--- config.mk ---
export PLATFORM = sky130hd
export DESIGN_NAME = mem_arbiter_flat
export DESIGN_NICKNAME = d
export VERILOG_FILES = /design/src/rtl/mem_arb_pkg.sv /design/src/rtl/mem_arbiter_if.sv /design/src/rtl/rr_arbiter2.sv /design/src/rtl/mem_arbiter.sv /design/src/flat_wrapper.sv
export SDC_FILE = /design/constraint.sdc
export NUM_CORES = 1
export LEC_CHECK = 0
export CAP_MARGIN = 20
export CELL_PAD_IN_SITES_DETAIL_PLACEMENT = 0
export CELL_PAD_IN_SITES_GLOBAL_PLACEMENT = 1
export CORE_ASPECT_RATIO = 0.6
export CORE_MARGIN = 4
export CORE_UTILIZATION = 32
export CTS_BUF_LIST = sky130_fd_sc_hd__clkbuf_4 sky130_fd_sc_hd__clkbuf_8 sky130_fd_sc_hd__clkbuf_16
export CTS_CLUSTER_SIZE = 28
export DETAILED_ROUTE_END_ITERATION = 8
export PLACE_DENSITY_LB_ADDON = 0.1
export SLEW_MARGIN = 20
export SYNTH_ARGS = -nofsm -noshare
export SYNTH_HDL_FRONTEND = slang
export SYNTH_SLANG_ARGS = --single-unit
--- constraint.sdc ---
create_clock -name clk -period 2.2 [get_ports clk]
set_input_delay 0.44 -clock clk [delete_from_list [all_inputs] [get_ports clk]]
set_output_delay 0.44 -clock clk [all_outputs]
set_load 0.01 [all_outputs]
--- src/rtl/mem_arb_pkg.sv ---
// Shared types and constants for the two-port memory arbiter.
package mem_arb_pkg;

    localparam int ADDR_W         = 14;
    localparam int DATA_W         = 8;
    localparam int RES_W          = 16;
    localparam int CNT_W          = 8;
    localparam int TIMEOUT_CYCLES = 255;

    typedef enum logic [1:0] {
        IDLE    = 2'd0,
        BUSY    = 2'd1,
        RELEASE = 2'd2
    } arb_state_e;

    // Round-robin pointer update: after serving a port, favour the other one.
    function automatic logic other_port(input logic port);
        return ~port;
    endfunction

endpackage

--- src/rtl/mem_arbiter_if.sv ---
// Requester, memory-side and status signals of the memory arbiter.
// slave = arbiter view, master = environment view.
interface mem_arbiter_if;
    import mem_arb_pkg::*;

    logic              p0_load;
    logic              p0_store;
    logic [ADDR_W-1:0] p0_addr;
    logic [RES_W-1:0]  p0_wdata;
    logic              p0_done;
    logic [DATA_W-1:0] p0_rdata;

    logic              p1_load;
    logic              p1_store;
    logic [ADDR_W-1:0] p1_addr;
    logic [RES_W-1:0]  p1_wdata;
    logic              p1_done;
    logic [DATA_W-1:0] p1_rdata;

    logic              mem_load;
    logic              mem_store;
    logic [ADDR_W-1:0] mem_addr;
    logic [RES_W-1:0]  mem_wdata;
    logic              mem_done;
    logic [DATA_W-1:0] mem_rdata;

    logic              grant;
    logic              timeout;

    modport slave (
        input  p0_load, p0_store, p0_addr, p0_wdata,
        input  p1_load, p1_store, p1_addr, p1_wdata,
        input  mem_done, mem_rdata,
        output p0_done, p0_rdata, p1_done, p1_rdata,
        output mem_load, mem_store, mem_addr, mem_wdata,
        output grant, timeout
    );

    modport master (
        output p0_load, p0_store, p0_addr, p0_wdata,
        output p1_load, p1_store, p1_addr, p1_wdata,
        output mem_done, mem_rdata,
        input  p0_done, p0_rdata, p1_done, p1_rdata,
        input  mem_load, mem_store, mem_addr, mem_wdata,
        input  grant, timeout
    );

endinterface

--- src/rtl/rr_arbiter2.sv ---
// Two-requester round-robin selector: a lone requester always wins,
// a tie is broken by the pointer. Purely combinational, one-hot out.
module rr_arbiter2 (
    input  logic [1:0] req,
    input  logic       ptr,
    output logic [1:0] gnt
);

    // Pick one requester, using the pointer only when both are asking.
    always_comb begin
        gnt = 2'b00;
        case (req)
            2'b01:   gnt = 2'b01;
            2'b10:   gnt = 2'b10;
            2'b11:   gnt = ptr ? 2'b10 : 2'b01;
            default: gnt = 2'b00;
        endcase
    end

endmodule

--- src/rtl/mem_arbiter.sv ---
// Two-port memory arbiter: grants one requester at a time, holds its
// op/addr/data towards the memory unit until mem_done or a watchdog
// abort, then pulses the requester's done for one RELEASE cycle.
module mem_arbiter
    import mem_arb_pkg::*;
(
    input  logic         clk,
    input  logic         reset_n,
    mem_arbiter_if.slave bus
);

    arb_state_e        state_r;
    logic              ptr_r;
    logic              grant_r;
    logic              mem_load_r;
    logic              mem_store_r;
    logic [ADDR_W-1:0] mem_addr_r;
    logic [RES_W-1:0]  mem_wdata_r;
    logic              p0_done_r;
    logic              p1_done_r;
    logic [DATA_W-1:0] p0_rdata_r;
    logic [DATA_W-1:0] p1_rdata_r;
    logic              timeout_r;
    logic [CNT_W-1:0]  cnt_r;

    logic [1:0]        req_s;
    logic [1:0]        gnt_s;
    logic              sel_port_s;
    logic              sel_store_s;
    logic [ADDR_W-1:0] sel_addr_s;
    logic [RES_W-1:0]  sel_wdata_s;
    logic              timeout_hit_s;

    assign req_s = {bus.p1_load | bus.p1_store, bus.p0_load | bus.p0_store};

    rr_arbiter2 u_rr (
        .req (req_s),
        .ptr (ptr_r),
        .gnt (gnt_s)
    );

    // Route the winning port's request fields; store wins over load.
    always_comb begin
        sel_port_s = gnt_s[1];
        if (gnt_s[1]) begin
            sel_store_s = bus.p1_store;
            sel_addr_s  = bus.p1_addr;
            sel_wdata_s = bus.p1_wdata;
        end else begin
            sel_store_s = bus.p0_store;
            sel_addr_s  = bus.p0_addr;
            sel_wdata_s = bus.p0_wdata;
        end
    end

    // The counter is 0 in the first BUSY cycle, so reaching this value means
    // the 255th BUSY cycle is ending without mem_done.
    assign timeout_hit_s = (cnt_r == CNT_W'(TIMEOUT_CYCLES - 1));

    // Arbitration FSM with all outputs registered.
    always_ff @(posedge clk) begin
        if (!reset_n) begin
            state_r     <= IDLE;
            ptr_r       <= 1'b0;
            grant_r     <= 1'b0;
            mem_load_r  <= 1'b0;
            mem_store_r <= 1'b0;
            mem_addr_r  <= '0;
            mem_wdata_r <= '0;
            p0_done_r   <= 1'b0;
            p1_done_r   <= 1'b0;
            p0_rdata_r  <= '0;
            p1_rdata_r  <= '0;
            timeout_r   <= 1'b0;
            cnt_r       <= '0;
        end else begin
            p0_done_r <= 1'b0;
            p1_done_r <= 1'b0;
            timeout_r <= 1'b0;
            case (state_r)
                IDLE: begin
                    if (gnt_s != 2'b00) begin
                        state_r     <= BUSY;
                        grant_r     <= sel_port_s;
                        mem_load_r  <= ~sel_store_s;
                        mem_store_r <= sel_store_s;
                        mem_addr_r  <= sel_addr_s;
                        mem_wdata_r <= sel_wdata_s;
                        cnt_r       <= '0;
                    end
                end
                BUSY: begin
                    cnt_r <= cnt_r + CNT_W'(1);
                    // mem_done takes priority over a coincident watchdog expiry.
                    if (bus.mem_done || timeout_hit_s) begin
                        state_r     <= RELEASE;
                        mem_load_r  <= 1'b0;
                        mem_store_r <= 1'b0;
                        ptr_r       <= other_port(grant_r);
                        if (grant_r) begin
                            p1_done_r <= 1'b1;
                        end else begin
                            p0_done_r <= 1'b1;
                        end
                        if (!bus.mem_done) begin
                            timeout_r <= 1'b1;
                        end else if (mem_load_r && grant_r) begin
                            p1_rdata_r <= bus.mem_rdata;
                        end else if (mem_load_r) begin
                            p0_rdata_r <= bus.mem_rdata;
                        end
                    end
                end
                RELEASE: state_r <= IDLE;
                default: state_r <= IDLE;
            endcase
        end
    end

    assign bus.mem_load  = mem_load_r;
    assign bus.mem_store = mem_store_r;
    assign bus.mem_addr  = mem_addr_r;
    assign bus.mem_wdata = mem_wdata_r;
    assign bus.p0_done   = p0_done_r;
    assign bus.p1_done   = p1_done_r;
    assign bus.p0_rdata  = p0_rdata_r;
    assign bus.p1_rdata  = p1_rdata_r;
    assign bus.grant     = grant_r;
    assign bus.timeout   = timeout_r;

endmodule
--- src/flat_wrapper.sv ---
// flat-port wrapper written by rule: the top's interface ports become plain ports
module mem_arbiter_flat import mem_arb_pkg::*;
  (clk, reset_n, bus_p0_load, bus_p0_store, bus_p0_addr, bus_p0_wdata, bus_p1_load, bus_p1_store, bus_p1_addr, bus_p1_wdata, bus_mem_done, bus_mem_rdata, bus_p0_done, bus_p0_rdata, bus_p1_done, bus_p1_rdata, bus_mem_load, bus_mem_store, bus_mem_addr, bus_mem_wdata, bus_grant, bus_timeout);
  mem_arbiter_if bus_i ();
  input  logic clk;
  input  logic reset_n;
  input wire logic [$bits(bus_i.p0_load)-1:0] bus_p0_load;
  input wire logic [$bits(bus_i.p0_store)-1:0] bus_p0_store;
  input wire logic [$bits(bus_i.p0_addr)-1:0] bus_p0_addr;
  input wire logic [$bits(bus_i.p0_wdata)-1:0] bus_p0_wdata;
  input wire logic [$bits(bus_i.p1_load)-1:0] bus_p1_load;
  input wire logic [$bits(bus_i.p1_store)-1:0] bus_p1_store;
  input wire logic [$bits(bus_i.p1_addr)-1:0] bus_p1_addr;
  input wire logic [$bits(bus_i.p1_wdata)-1:0] bus_p1_wdata;
  input wire logic [$bits(bus_i.mem_done)-1:0] bus_mem_done;
  input wire logic [$bits(bus_i.mem_rdata)-1:0] bus_mem_rdata;
  output wire logic [$bits(bus_i.p0_done)-1:0] bus_p0_done;
  output wire logic [$bits(bus_i.p0_rdata)-1:0] bus_p0_rdata;
  output wire logic [$bits(bus_i.p1_done)-1:0] bus_p1_done;
  output wire logic [$bits(bus_i.p1_rdata)-1:0] bus_p1_rdata;
  output wire logic [$bits(bus_i.mem_load)-1:0] bus_mem_load;
  output wire logic [$bits(bus_i.mem_store)-1:0] bus_mem_store;
  output wire logic [$bits(bus_i.mem_addr)-1:0] bus_mem_addr;
  output wire logic [$bits(bus_i.mem_wdata)-1:0] bus_mem_wdata;
  output wire logic [$bits(bus_i.grant)-1:0] bus_grant;
  output wire logic [$bits(bus_i.timeout)-1:0] bus_timeout;
  assign bus_i.p0_load = bus_p0_load;
  assign bus_i.p0_store = bus_p0_store;
  assign bus_i.p0_addr = bus_p0_addr;
  assign bus_i.p0_wdata = bus_p0_wdata;
  assign bus_i.p1_load = bus_p1_load;
  assign bus_i.p1_store = bus_p1_store;
  assign bus_i.p1_addr = bus_p1_addr;
  assign bus_i.p1_wdata = bus_p1_wdata;
  assign bus_i.mem_done = bus_mem_done;
  assign bus_i.mem_rdata = bus_mem_rdata;
  assign bus_p0_done = bus_i.p0_done;
  assign bus_p0_rdata = bus_i.p0_rdata;
  assign bus_p1_done = bus_i.p1_done;
  assign bus_p1_rdata = bus_i.p1_rdata;
  assign bus_mem_load = bus_i.mem_load;
  assign bus_mem_store = bus_i.mem_store;
  assign bus_mem_addr = bus_i.mem_addr;
  assign bus_mem_wdata = bus_i.mem_wdata;
  assign bus_grant = bus_i.grant;
  assign bus_timeout = bus_i.timeout;
  mem_arbiter u_core (.clk(clk), .reset_n(reset_n), .bus(bus_i));
endmodule
# Word level (Yosys, flattened, before mapping)
# Index checks and enable logic that the tools add are counted.
dict set report totals {
  out_inout_bits 52
  word_cells 57
  regBits 63
  inputBits 75
}
dict set report classes {
  muxes 18
  n_eq_ne 7
  n_reduce_logical 13
  bitwise 5
  addsub 1
}
# operator n
set op_table {}
lappend op_table {{$mux 16} 1}
lappend op_table {{$pmux 8 s2} 1}
lappend op_table {{$mux 14} 1}
lappend op_table {{$add 8x1->8 const B} 1}
lappend op_table {{$eq 8x8->1 const B} 1}
lappend op_table {{$mux 8} 1}
lappend op_table {{$reduce_and 2->1} 4}
lappend op_table {{$mux 1} 7}
lappend op_table {{$mux 2} 3}
lappend op_table {{$pmux 2 s3} 1}
lappend op_table {{$reduce_and 3->1} 2}
lappend op_table {{$reduce_and 5->1} 1}
lappend op_table {{$eq 2x1->1 const B} 2}
lappend op_table {{$eq 2x2->1 const B} 2}
lappend op_table {{$ne 2x1->1 const B} 2}
lappend op_table {{$pmux 1 s2} 2}
lappend op_table {{$pmux 2 s2} 1}
lappend op_table {{$reduce_and 4->1} 1}
lappend op_table {{$reduce_bool 2->1} 2}
lappend op_table {{$not 1->1} 3}
lappend op_table {{$logic_not 2->1} 1}
lappend op_table {{$or 1x1->1} 2}
lappend op_table {{$logic_and 1x1->1} 1}
lappend op_table {{$logic_or 1x1->1} 1}

# Depth between registers and ports, before layout
# Gate-level depths: netlist of run 1.
dict set report depth {
  depth_word 7
  depth_mapped 6
  mapped_depth_nobuf 6
}

# Cells and area by module
# From an unflattened synthesis of run 1, not the netlist that was laid out.
dict set report unflattened {
  hier_cells 307
  hier_area_um2 2847.7
}
# mod area_each_um2 n_inst cells_each seq_area_each_um2
set modules_own_cells {}
lappend modules_own_cells {mem_arbiter 2829.0 1 304 1261.2}
lappend modules_own_cells {rr_arbiter2 18.8 1 3 0.0}

# Worst setup path after synthesis of run 1
# Ideal clock, no wire load.
dict set report synth_path {
  path_kind {reg2reg}
  start {register u_core.state_r[1]}
  end {register u_core.cnt_r[7]}
  synth_period_minus_slack_ns 1.360
  arrival_ns 1.246
  setup_ns 0.115
  path_stages_with_launch 6
  required_time_ns 2.085
  path_slack_ns 0.840
  n_path_buf 1
  cell_sequence {dfxtp_1 or2_1 buf_2 or2_1 and3_1 o21a_1}
}
dict set report synth_between {
  elab_chain_cells 3
  elab_cells_between_ends 6
  cone_classes {2 x eq/ne; 1 x mux; 3 x reduce/logical}
}
# item line
set synth_lines {}
lappend synth_lines {{from (decl)} mem_arbiter.sv:12} ;# arb_state_e state_r;
lappend synth_lines {{from (signal assigned)} mem_arbiter.sv:63} ;# state_r <= IDLE;
lappend synth_lines {{from (signal assigned)} mem_arbiter.sv:83} ;# state_r <= BUSY;
lappend synth_lines {{from (signal assigned)} mem_arbiter.sv:96} ;# state_r <= RELEASE;
lappend synth_lines {{$logic_not 2->1 / $eq 2x1->1 (equally long branches)} mem_arbiter.sv:80} ;# case (state_r)
lappend synth_lines {{$ne 2x1->1 (no line) / $reduce_bool 2->1 (equally long branches)} -}
lappend synth_lines {{$reduce_and 2->1 (no line)} -}
lappend synth_lines {{to (signal assigned)} mem_arbiter.sv:93} ;# cnt_r <= cnt_r + CNT_W'(1);
lappend synth_lines {{to (decl)} mem_arbiter.sv:24} ;# logic [CNT_W-1:0] cnt_r;
# Several ways; a longest one is shown, not always the timed one.
# A chain may end at the register's enable or synchronous reset.

# Worst setup path in the final report of run 1
dict set report layout_path {
  start {register u_core.grant_r (netlist: u_core.bus.grant)}
  end {output port bus_grant}
}
# item line
set layout_lines {}
lappend layout_lines {{from (decl)} mem_arbiter.sv:14} ;# logic grant_r;
lappend layout_lines {{from (signal assigned)} mem_arbiter.sv:84} ;# grant_r <= sel_port_s;
lappend layout_lines {{to (decl)} flat_wrapper.sv:25} ;# output wire logic [$bits(bus_i.grant)-1:0] bus_grant;
# No word-level cell between the ends.

==> impl_metrics.env, run 1 <==
export IMPL_vias=2391
export IMPL_antennaDiodeCount=0
export IMPL_grt_usage_pct=15.1
export IMPL_drt_pass1_iter_count=5
export IMPL_power_density_mw_per_mm2=771
export IMPL_cts_root_buf="clkbuf_16"
export IMPL_synthSimpleGateAreaFrac_pct=14.2
export IMPL_synth_compound_area_share_pct=16.7
export IMPL_fin_setup_tns_ps=0
export IMPL_finalPower_w=0.00339
export IMPL_fmax_mhz=530
export IMPL_crit_type="reg -> out"
export IMPL_synth_warning_count=0
export IMPL_hold_path_class="reg -> reg"
export IMPL_cts_tree="yes"
export IMPL_die_h_um=79.0
export IMPL_synth_adder_area_share_pct=0.930
export IMPL_final_area_sq_mm=0.00440
export IMPL_ys_ff_latch=63
export IMPL_htreeDepth=3
export IMPL_final_max_slew_viol_count=0
export IMPL_grt_pass1_vias=2329
export IMPL_fin_nets=475
export IMPL_critical_path_slowest_cell="clkdlybuf4s50_1"
export IMPL_p_leak_nw=1.82
export IMPL_grt_pass1_wl_um=12000
export IMPL_dp_hpwl_um=5730
export IMPL_finalHoldViolations=0
export IMPL_via_per_inst=4.68
export IMPL_synthFlopType="dfxtp_1"
export IMPL_synth_top_area_share_pct=46.9
export IMPL_drive_gt1_share_pct=7.44
export IMPL_postCtsSetupRepairBufs=0
export IMPL_synthArstFlopShare_pct=0
export IMPL_synth_edf_count=0
export IMPL_antenna_found_initial=0
export IMPL_ios=127
export IMPL_worstSetupEndpointType="output pin"
export IMPL_clockBufferDepth=2
export IMPL_place_port_buffers=126
export IMPL_synth_cell_types=41
export IMPL_ant_nets=0
export IMPL_postCtsHoldBufs=0
export IMPL_drv_cap=0
export IMPL_cp_start_kind="register"
export IMPL_synth_most_common_cell="dfxtp_1"
export IMPL_syn_nets=350
export IMPL_wl_per_cell_um=14.8
export IMPL_yosysTopAreaCell="dfxtp_1"
export IMPL_whs_ps=483
export IMPL_clock_sinks=63
export IMPL_slowest_delay_ps=610
export IMPL_area_growth_syn_to_layout_pct=63.4
export IMPL_clk_latency_ps=320
export IMPL_remaining_drc_errors=0
export IMPL_synth_mux_area_share_pct=17.5
export IMPL_rows=25
export IMPL_tightest_slew_ps=457
export IMPL_rsz0062_at_grt="false"
export IMPL_grt_max_degree=47
export IMPL_cts_buffers=9
export IMPL_syn_area_sq_mm=0.00269
export IMPL_yosys_top_cells_area="dfxtp_1 47%, mux2i_1 17%, o21ai_1 6.3%"
export IMPL_finalCritPeriodShare_pct=85.8
export IMPL_crit_chain="clkdlybuf4s50_1"
export IMPL_initial_core_util_pct=33.5
export IMPL_relSlewSlack_pct=69.6
export IMPL_finalClockSkew_ps=8.27
export IMPL_finalCriticalPeriod_ps=1890
export IMPL_status="finished clean"
export IMPL_core_area_sq_mm=0.00804
export IMPL_synth_top_family_by_area="multiplexers"
export IMPL_ir_drop_uv=427
export IMPL_synthTopCellsByCount="63 x dfxtp_1, 47 x mux2i_1, 34 x o21ai_1, 32 x a21oi_1, 16 x nor2b_1"
export IMPL_synth_seq_area_share_pct=46.9
export IMPL_critPathTopFamily="buffers and inverters"
export IMPL_dieWidth_um=126
export IMPL_critPathBufInv=1
export IMPL_cp_max_fo=7
export IMPL_setup_violations=0
export IMPL_worst_ep_arrival_time_ps=1450
export IMPL_synthXorXnorAreaFrac_pct=0
export IMPL_die_area_sq_mm=0.00999
export IMPL_syn_inst=273
export IMPL_place_gp_congestion=0.711
export IMPL_place_area_sq_mm=0.00408
export IMPL_clk_pin_slew_worst_paths_ps=60
export IMPL_syn_mean_instance_area_sq_um=9.85
export IMPL_drtIter0Drc=94
export IMPL_drt_wl_total_um=7550
export IMPL_ctsResizeCount=0
export IMPL_gr_total_overflow=0
export IMPL_required_ps=1760
-- registers in the layout (all words and copies together) (netlist names) --
name                  count
u_core.bus.p0_done        1
u_core.bus.mem_addr      14
u_core.ptr_r              1
u_core.bus.p0_rdata       8
u_core.state_r            2
u_core.bus.mem_load       1
u_core.bus.timeout        1
u_core.bus.p1_done        1
u_core.bus.mem_store      1
u_core.bus.mem_wdata     16
u_core.bus.grant          1
u_core.bus.p1_rdata       8
u_core.cnt_r              8
-- path summary, 6_finish.rpt --
path | slack, ps | endpoint | cells after the start | start
hold / removal | 480 | u_core.cnt_r[4] | 1 | u_core.cnt_r[4]
setup / recovery | 310 | bus_grant | 1 | u_core.bus.grant
hold reg to reg | 480 | u_core.cnt_r[4] | 1 | u_core.cnt_r[4]
setup reg to reg | 660 | u_core.bus.p1_rdata[7] | 4 | u_core.state_r[1]
-- cell usage in the layout (no fill, tap or decap), types with 2 or more instances in the layout --
cell             count
clkdlybuf4s50_1    125
dfxtp_1             63
mux2i_1             47
o21ai_1             34
a21oi_1             32
nor2b_1             16
clkbuf_16            9
and2_1               8
nand3_1              7
nand2_1              7
nor2_1               5
clkbuf_8             3
buf_4                3
buf_12               3
inv_1                2
or2_1                2
a41o_1               2
nand2b_1             2
a21boi_1             2
o21a_1               2
o22ai_1              2
o2bb2ai_1            2
ha_1                 2
clkinv_2             2
-- report_power, final --
part | internal (W) | switching, W | leakage, nW
Combinational | 0.000374 | 0.000284 | 1.14
Clock | 0.000977 | 0.000471 | 0.159
Sequential | 0.00123 | 0.0000525 | 0.517
Total | 0.00258 | 0.000807 | 1.82
-- layout make-up --
cell class | count | area [sq um]
Inverter | 3 | 11.3
Timing Repair Buffer | 132 | 1340
Clock inverter | 3 | 40.0
Multi-Input combinational cell | 189 | 1340
Fill cell | 749 | 3640
Sequential cell | 63 | 1260
Tap cell | 108 | 135
Clock buffer | 13 | 274
-- kinds of logic (layout without fill, tap and decap cells) --
group,count (synthesis),count (layout)
adder cells (fa/ha/maj),2,2
buffers and inverters,21,151
multiplexers,47,47
AO/OA/AOI/OAI,81,81
flip-flops,63,63
AND/OR/NAND/NOR,59,59
-- per-layer routing --
layer  share of wire, %  GRT usage [%]  vias up
li1                   -              -     1235
met2                 41           20.9       70
met4               0.73           4.50        0
met5                  0              0        -
met1                 49           20.3     1081
met3                9.1           8.00        5
-- per-stage QoR --
| step | setup WS [ps] | utilization [%] | cells |
|---|---|---|---|
| global placement | 238 | 50.8 | 495 |
| CTS | 290 | 54.7 | 511 |
| floorplan | 840 | - | 273 |
| finish | 312 | 54.7 | 511 |
| detailed placement | 212 | 50.8 | 495 |
| global route | 263 | 54.7 | 511 |
No activity file was read; power rests on OpenSTA's default activity.
==> run 2: changes to the inputs <==
--- a/config.mk
+++ b/config.mk
@@ -11,10 +11,11 @@
 export CORE_ASPECT_RATIO = 0.6
 export CORE_MARGIN = 4
 export CORE_UTILIZATION = 32
-export CTS_BUF_LIST = sky130_fd_sc_hd__clkbuf_4 sky130_fd_sc_hd__clkbuf_8 sky130_fd_sc_hd__clkbuf_16
 export CTS_CLUSTER_SIZE = 28
 export DETAILED_ROUTE_END_ITERATION = 8
+export HOLD_SLACK_MARGIN = 0.15
 export PLACE_DENSITY_LB_ADDON = 0.1
+export SKIP_CTS_REPAIR_TIMING = 1
 export SLEW_MARGIN = 20
 export SYNTH_ARGS = -nofsm -noshare
 export SYNTH_HDL_FRONTEND = slang
==> impl_metrics.env, run 2 (synthesized netlist as in run 1, its figures left out) <==
export IMPL_via_per_inst=4.69
export IMPL_worst_ep_arrival_time_ps=1460
export IMPL_clk_pin_slew_worst_paths_ps=50
export IMPL_fmax_mhz=527
export IMPL_placed_cells=495
export IMPL_tightest_slew_ps=456
export IMPL_largest_reg_flops=16
export IMPL_status="finished clean"
export IMPL_critPathBufInv=1
export IMPL_clk_latency_ps=320
export IMPL_grt_pass1_wl_um=12000
export IMPL_hold_depth=1
export IMPL_drv_cap=0
export IMPL_die_h_um=79.0
export IMPL_clockBufferDepth=2
export IMPL_required_ps=1760
export IMPL_dieWidth_um=126
export IMPL_setup_violations=0
export IMPL_fin_setup_tns_ps=0
export IMPL_cts_buffers=9
export IMPL_ios=127
export IMPL_drtIter0Drc=97
export IMPL_dp_hpwl_um=5730
export IMPL_antennaDiodeCount=0
export IMPL_drt_pass1_iter_count=5
export IMPL_crit_type="reg -> out"
export IMPL_wl_per_cell_um=14.8
export IMPL_met1Wirelength_um=3670
export IMPL_drt_wl_total_um=7540
export IMPL_critical_path_slowest_cell="clkdlybuf4s50_1"
export IMPL_cts_root_buf="clkbuf_16"
export IMPL_die_area_sq_mm=0.00999
export IMPL_finalCriticalPeriod_ps=1900
export IMPL_hold_path_class="reg -> reg"
export IMPL_fill_cells=751
export IMPL_slowest_delay_ps=610
export IMPL_area_growth_syn_to_layout_pct=63.3
export IMPL_cts_tree="yes"
export IMPL_place_gp_congestion=0.711
export IMPL_r2r_end="u_core.bus.p1_rdata[7]"
export IMPL_finalCritPeriodShare_pct=86.3
export IMPL_relSlewSlack_pct=69.6
export IMPL_final_cells=511
export IMPL_rsz0062_at_grt="false"
export IMPL_power_density_mw_per_mm2=767
export IMPL_p_leak_nw=1.82
export IMPL_grt_usage_pct=15.1
export IMPL_ir_drop_uv=427
export IMPL_mostFrequentLayoutCells="125 x clkdlybuf4s50_1, 63 x dfxtp_1, 47 x mux2i_1"
export IMPL_cp_max_fo=7
export IMPL_finalClockSkew_ps=5.59
export IMPL_final_common_cell="clkdlybuf4s50_1"
export IMPL_critPathTopFamily="buffers and inverters"
export IMPL_remaining_drc_errors=0
export IMPL_worstHoldStart="u_core.cnt_r[4]"
export IMPL_worstSetupEndpointType="output pin"
export IMPL_rows=25
export IMPL_clock_sinks=63
export IMPL_r2r_slack_ps=670
export IMPL_grt_pass1_vias=2329
export IMPL_gr_total_overflow=0
export IMPL_met2_length_um=3090
export IMPL_crit_chain="clkdlybuf4s50_1"
export IMPL_core_area_sq_mm=0.00804
export IMPL_finalHoldViolations=0
export IMPL_rr_worst_depth=4
export IMPL_vias=2396
export IMPL_reg2reg_from="u_core.state_r[1]"
export IMPL_place_port_buffers=126
export IMPL_grt_max_degree=47
export IMPL_htreeDepth=3
export IMPL_ant_nets=0
export IMPL_min_to="u_core.cnt_r[4]"
export IMPL_initial_core_util_pct=33.5
export IMPL_cp_start_kind="register"
export IMPL_fin_nets=475
export IMPL_met3_length_um=720
export IMPL_antenna_found_initial=0
export IMPL_final_max_slew_viol_count=0
export IMPL_drive_gt1_share_pct=7.20
export IMPL_highest_layer="met4"
run 2: worst max path at each step:
stage,start,endpoint,slack (ps),cells after the start
finish,u_core.bus.grant,bus_grant,300,1
global route,u_core.bus.grant,bus_grant,260,1
CTS,u_core.bus.grant,bus_grant,290,1
detailed placement,bus_p1_store,u_core.state_r[0],210,5
global placement,bus_p0_store,u_core.bus.mem_addr[6],240,6
floorplan,u_core.state_r[1],u_core.cnt_r[7],840,5
run 2: layer usage:
metal | GRT usage, % | up-vias
li1 | - | 1234
met1 | 20.3 | 1084
met2 | 20.9 | 73
met3 | 8.00 | 5
met4 | 4.50 | 0
met5 | 0 | -
run 2: layout make-up:
type | count | area, sq um | share of cell area [%]
Clock inverter | 3 | 40.0 | 0.912
Clock buffer | 13 | 270 | 6.15
Multi-Input combinational cell | 189 | 1340 | 30.4
Timing Repair Buffer | 132 | 1340 | 30.5
Inverter | 3 | 11.3 | 0.256
Sequential cell | 63 | 1260 | 28.7
Tap cell | 108 | 135 | 3.08
run 2: stage by stage:
stage / util (%) / hold WS [ps] / total power (W) / worst slack [ps] / area (sq um)
2_1_floorplan: - / 448 / 0.00159 / 840 / 2690
3_3_place_gp: 50.8 / 467 / 0.00196 / 238 / 4080
3_5_place_dp: 50.8 / 472 / 0.00197 / 212 / 4080
4_1_cts: 54.6 / 485 / 0.00343 / 290 / 4390
5_1_grt: 54.6 / 505 / 0.00353 / 263 / 4390
6_report: 54.6 / 484 / 0.00337 / 301 / 4390
run 2: power by group:
group / internal [W] / total [W] / switching [W]
clock: 0.000965 / 0.00143 / 0.000466
combinational: 0.000374 / 0.000658 / 0.000284
sequential: 0.00123 / 0.00128 / 0.0000528
==> run 3: changes to the inputs <==
--- a/config.mk
+++ b/config.mk
@@ -5,7 +5,6 @@
 export SDC_FILE = /design/constraint.sdc
 export NUM_CORES = 1
 export LEC_CHECK = 0
-export CAP_MARGIN = 20
 export CELL_PAD_IN_SITES_DETAIL_PLACEMENT = 0
 export CELL_PAD_IN_SITES_GLOBAL_PLACEMENT = 1
 export CORE_ASPECT_RATIO = 0.6
@@ -13,6 +12,7 @@
 export CORE_UTILIZATION = 32
 export CTS_CLUSTER_SIZE = 28
 export DETAILED_ROUTE_END_ITERATION = 8
+export GPL_TIMING_DRIVEN = 0
 export HOLD_SLACK_MARGIN = 0.15
 export PLACE_DENSITY_LB_ADDON = 0.1
 export SKIP_CTS_REPAIR_TIMING = 1
==> impl_metrics.env, run 3 (synthesized netlist as in run 1, its figures left out) <==
export IMPL_finalCriticalPeriod_ps=1890
export IMPL_clk_pin_slew_worst_paths_ps=60
export IMPL_cp_max_fo=7
export IMPL_tightest_slew_ps=560
export IMPL_largest_reg_flops=16
export IMPL_worstSetupEndpointType="output pin"
export IMPL_p_int_w=0.00250
export IMPL_drv_cap=0
export IMPL_worst_ep_arrival_time_ps=1450
export IMPL_drt_pass1_iter_count=5
export IMPL_die_h_um=79.0
export IMPL_drt_wl_total_um=7820
export IMPL_core_area_sq_mm=0.00804
export IMPL_rsz0062_at_grt="false"
export IMPL_cp_start_kind="register"
export IMPL_antennaDiodeCount=0
export IMPL_fin_setup_tns_ps=0
export IMPL_hold_path_class="reg -> reg"
export IMPL_place_port_buffers=126
export IMPL_dieWidth_um=126
export IMPL_clk_latency_ps=320
export IMPL_drtIter0Drc=77
export IMPL_finalHoldViolations=0
export IMPL_highest_layer="met4"
export IMPL_met2_length_um=3250
export IMPL_critPathBufInv=1
export IMPL_rows=25
export IMPL_dp_hpwl_um=5970
export IMPL_ios=127
export IMPL_setup_violations=0
export IMPL_relSlewSlack_pct=62.5
export IMPL_fin_nets=487
export IMPL_register_area_sq_mm=0.00126
export IMPL_final_common_cell="clkdlybuf4s50_1"
export IMPL_ant_nets=0
export IMPL_wl_per_cell_um=15.0
export IMPL_p_leak_nw=1.81
export IMPL_drive_gt1_share_pct=7.71
export IMPL_clkPwrFrac_pct=41.9
export IMPL_final_cells=523
export IMPL_multiInputGateArea_sq_mm=0.00133
export IMPL_grt_max_degree=12
export IMPL_placed_cells=507
export IMPL_swShare_pct=25.4
export IMPL_cts_buffers=9
export IMPL_power_density_mw_per_mm2=763
export IMPL_met1Wirelength_um=3760
export IMPL_cts_tree="yes"
export IMPL_crit_chain="clkdlybuf4s50_1"
export IMPL_cts_root_buf="clkbuf_16"
export IMPL_clockBufferDepth=2
export IMPL_required_ps=1760
export IMPL_status="finished clean"
export IMPL_remaining_drc_errors=0
export IMPL_fill_cells=764
export IMPL_antenna_found_initial=0
export IMPL_met3_length_um=728
export IMPL_critical_path_slowest_cell="clkdlybuf4s50_1"
export IMPL_p_switching_w=0.000849
export IMPL_critPathTopFamily="buffers and inverters"
export IMPL_finalClockSkew_ps=4.04
export IMPL_grt_pass1_wl_um=12500
export IMPL_area_growth_syn_to_layout_pct=63.0
export IMPL_mostFrequentLayoutCells="126 x clkdlybuf4s50_1, 63 x dfxtp_1, 47 x mux2i_1"
export IMPL_clock_sinks=63
export IMPL_final_max_slew_viol_count=0
export IMPL_whs_ps=486
export IMPL_die_area_sq_mm=0.00999
export IMPL_slowest_delay_ps=600
export IMPL_initial_core_util_pct=33.5
export IMPL_ir_drop_uv=396
export IMPL_grt_usage_pct=16.1
export IMPL_r2r_slack_ps=560
export IMPL_comb_power_share_pct=19.9
export IMPL_p_seq_share_pct=38.2
export IMPL_grt_pass1_vias=2483
export IMPL_crit_type="reg -> out"
export IMPL_fmax_mhz=528
export IMPL_finalCritPeriodShare_pct=86.1
export IMPL_gr_total_overflow=0
export IMPL_place_gp_congestion=0.737
export IMPL_htreeDepth=3
export IMPL_via_per_inst=4.70
export IMPL_vias=2459
run 3: routing by layer:
| metal | global-route usage (%) | up-vias |
|---|---|---|
| met5 | 0 | - |
| met4 | 4.82 | 0 |
| met2 | 23.1 | 83 |
| li1 | - | 1255 |
| met3 | 8.60 | 8 |
| met1 | 20.8 | 1113 |
run 3: stage by stage:
stage / util (%) / power, W / area (sq um) / worst slack (ps)
final: 54.6 / 0.00335 / 4390 / 307
after global routing: 54.6 / 0.00351 / 4390 / 237
after CTS: 54.6 / 0.00339 / 4390 / 278
after detailed placement: 50.8 / 0.00197 / 4090 / 53.7
after global placement: 50.8 / 0.00197 / 4090 / 44.8
after floorplan: - / 0.00159 / 2690 / 840
run 3: final timing paths:
path                        start                       to  depth (start not counted)
max              u_core.bus.grant                bus_grant                          1
min          u_core.bus.mem_store     u_core.bus.mem_store                          2
max reg2reg     u_core.state_r[1]  u_core.bus.mem_wdata[2]                          5
min reg2reg  u_core.bus.mem_store     u_core.bus.mem_store                          2
run 3: power by group through the flow:
stage / Clock, W / Sequential [W] / Combinational (W)
after floorplan: 0 / 0.00133 / 0.000258
after global placement: 0 / 0.00130 / 0.000665
after detailed placement: 0 / 0.00130 / 0.000669
after CTS: 0.00144 / 0.00128 / 0.000673
after global routing: 0.00150 / 0.00129 / 0.000722
final: 0.00140 / 0.00128 / 0.000665
run 3: cell type report:
| cell class | instances | area share [%] |
|---|---|---|
| tap | 108 | 3.08 |
| sequential | 63 | 28.8 |
| clock inverter | 6 | 1.37 |
| clock buffer | 10 | 5.45 |
| inverter | 3 | 0.257 |
| multi-input combinational | 189 | 30.3 |
| buffer | 18 | 2.05 |
| timing repair buffer | 126 | 28.8 |
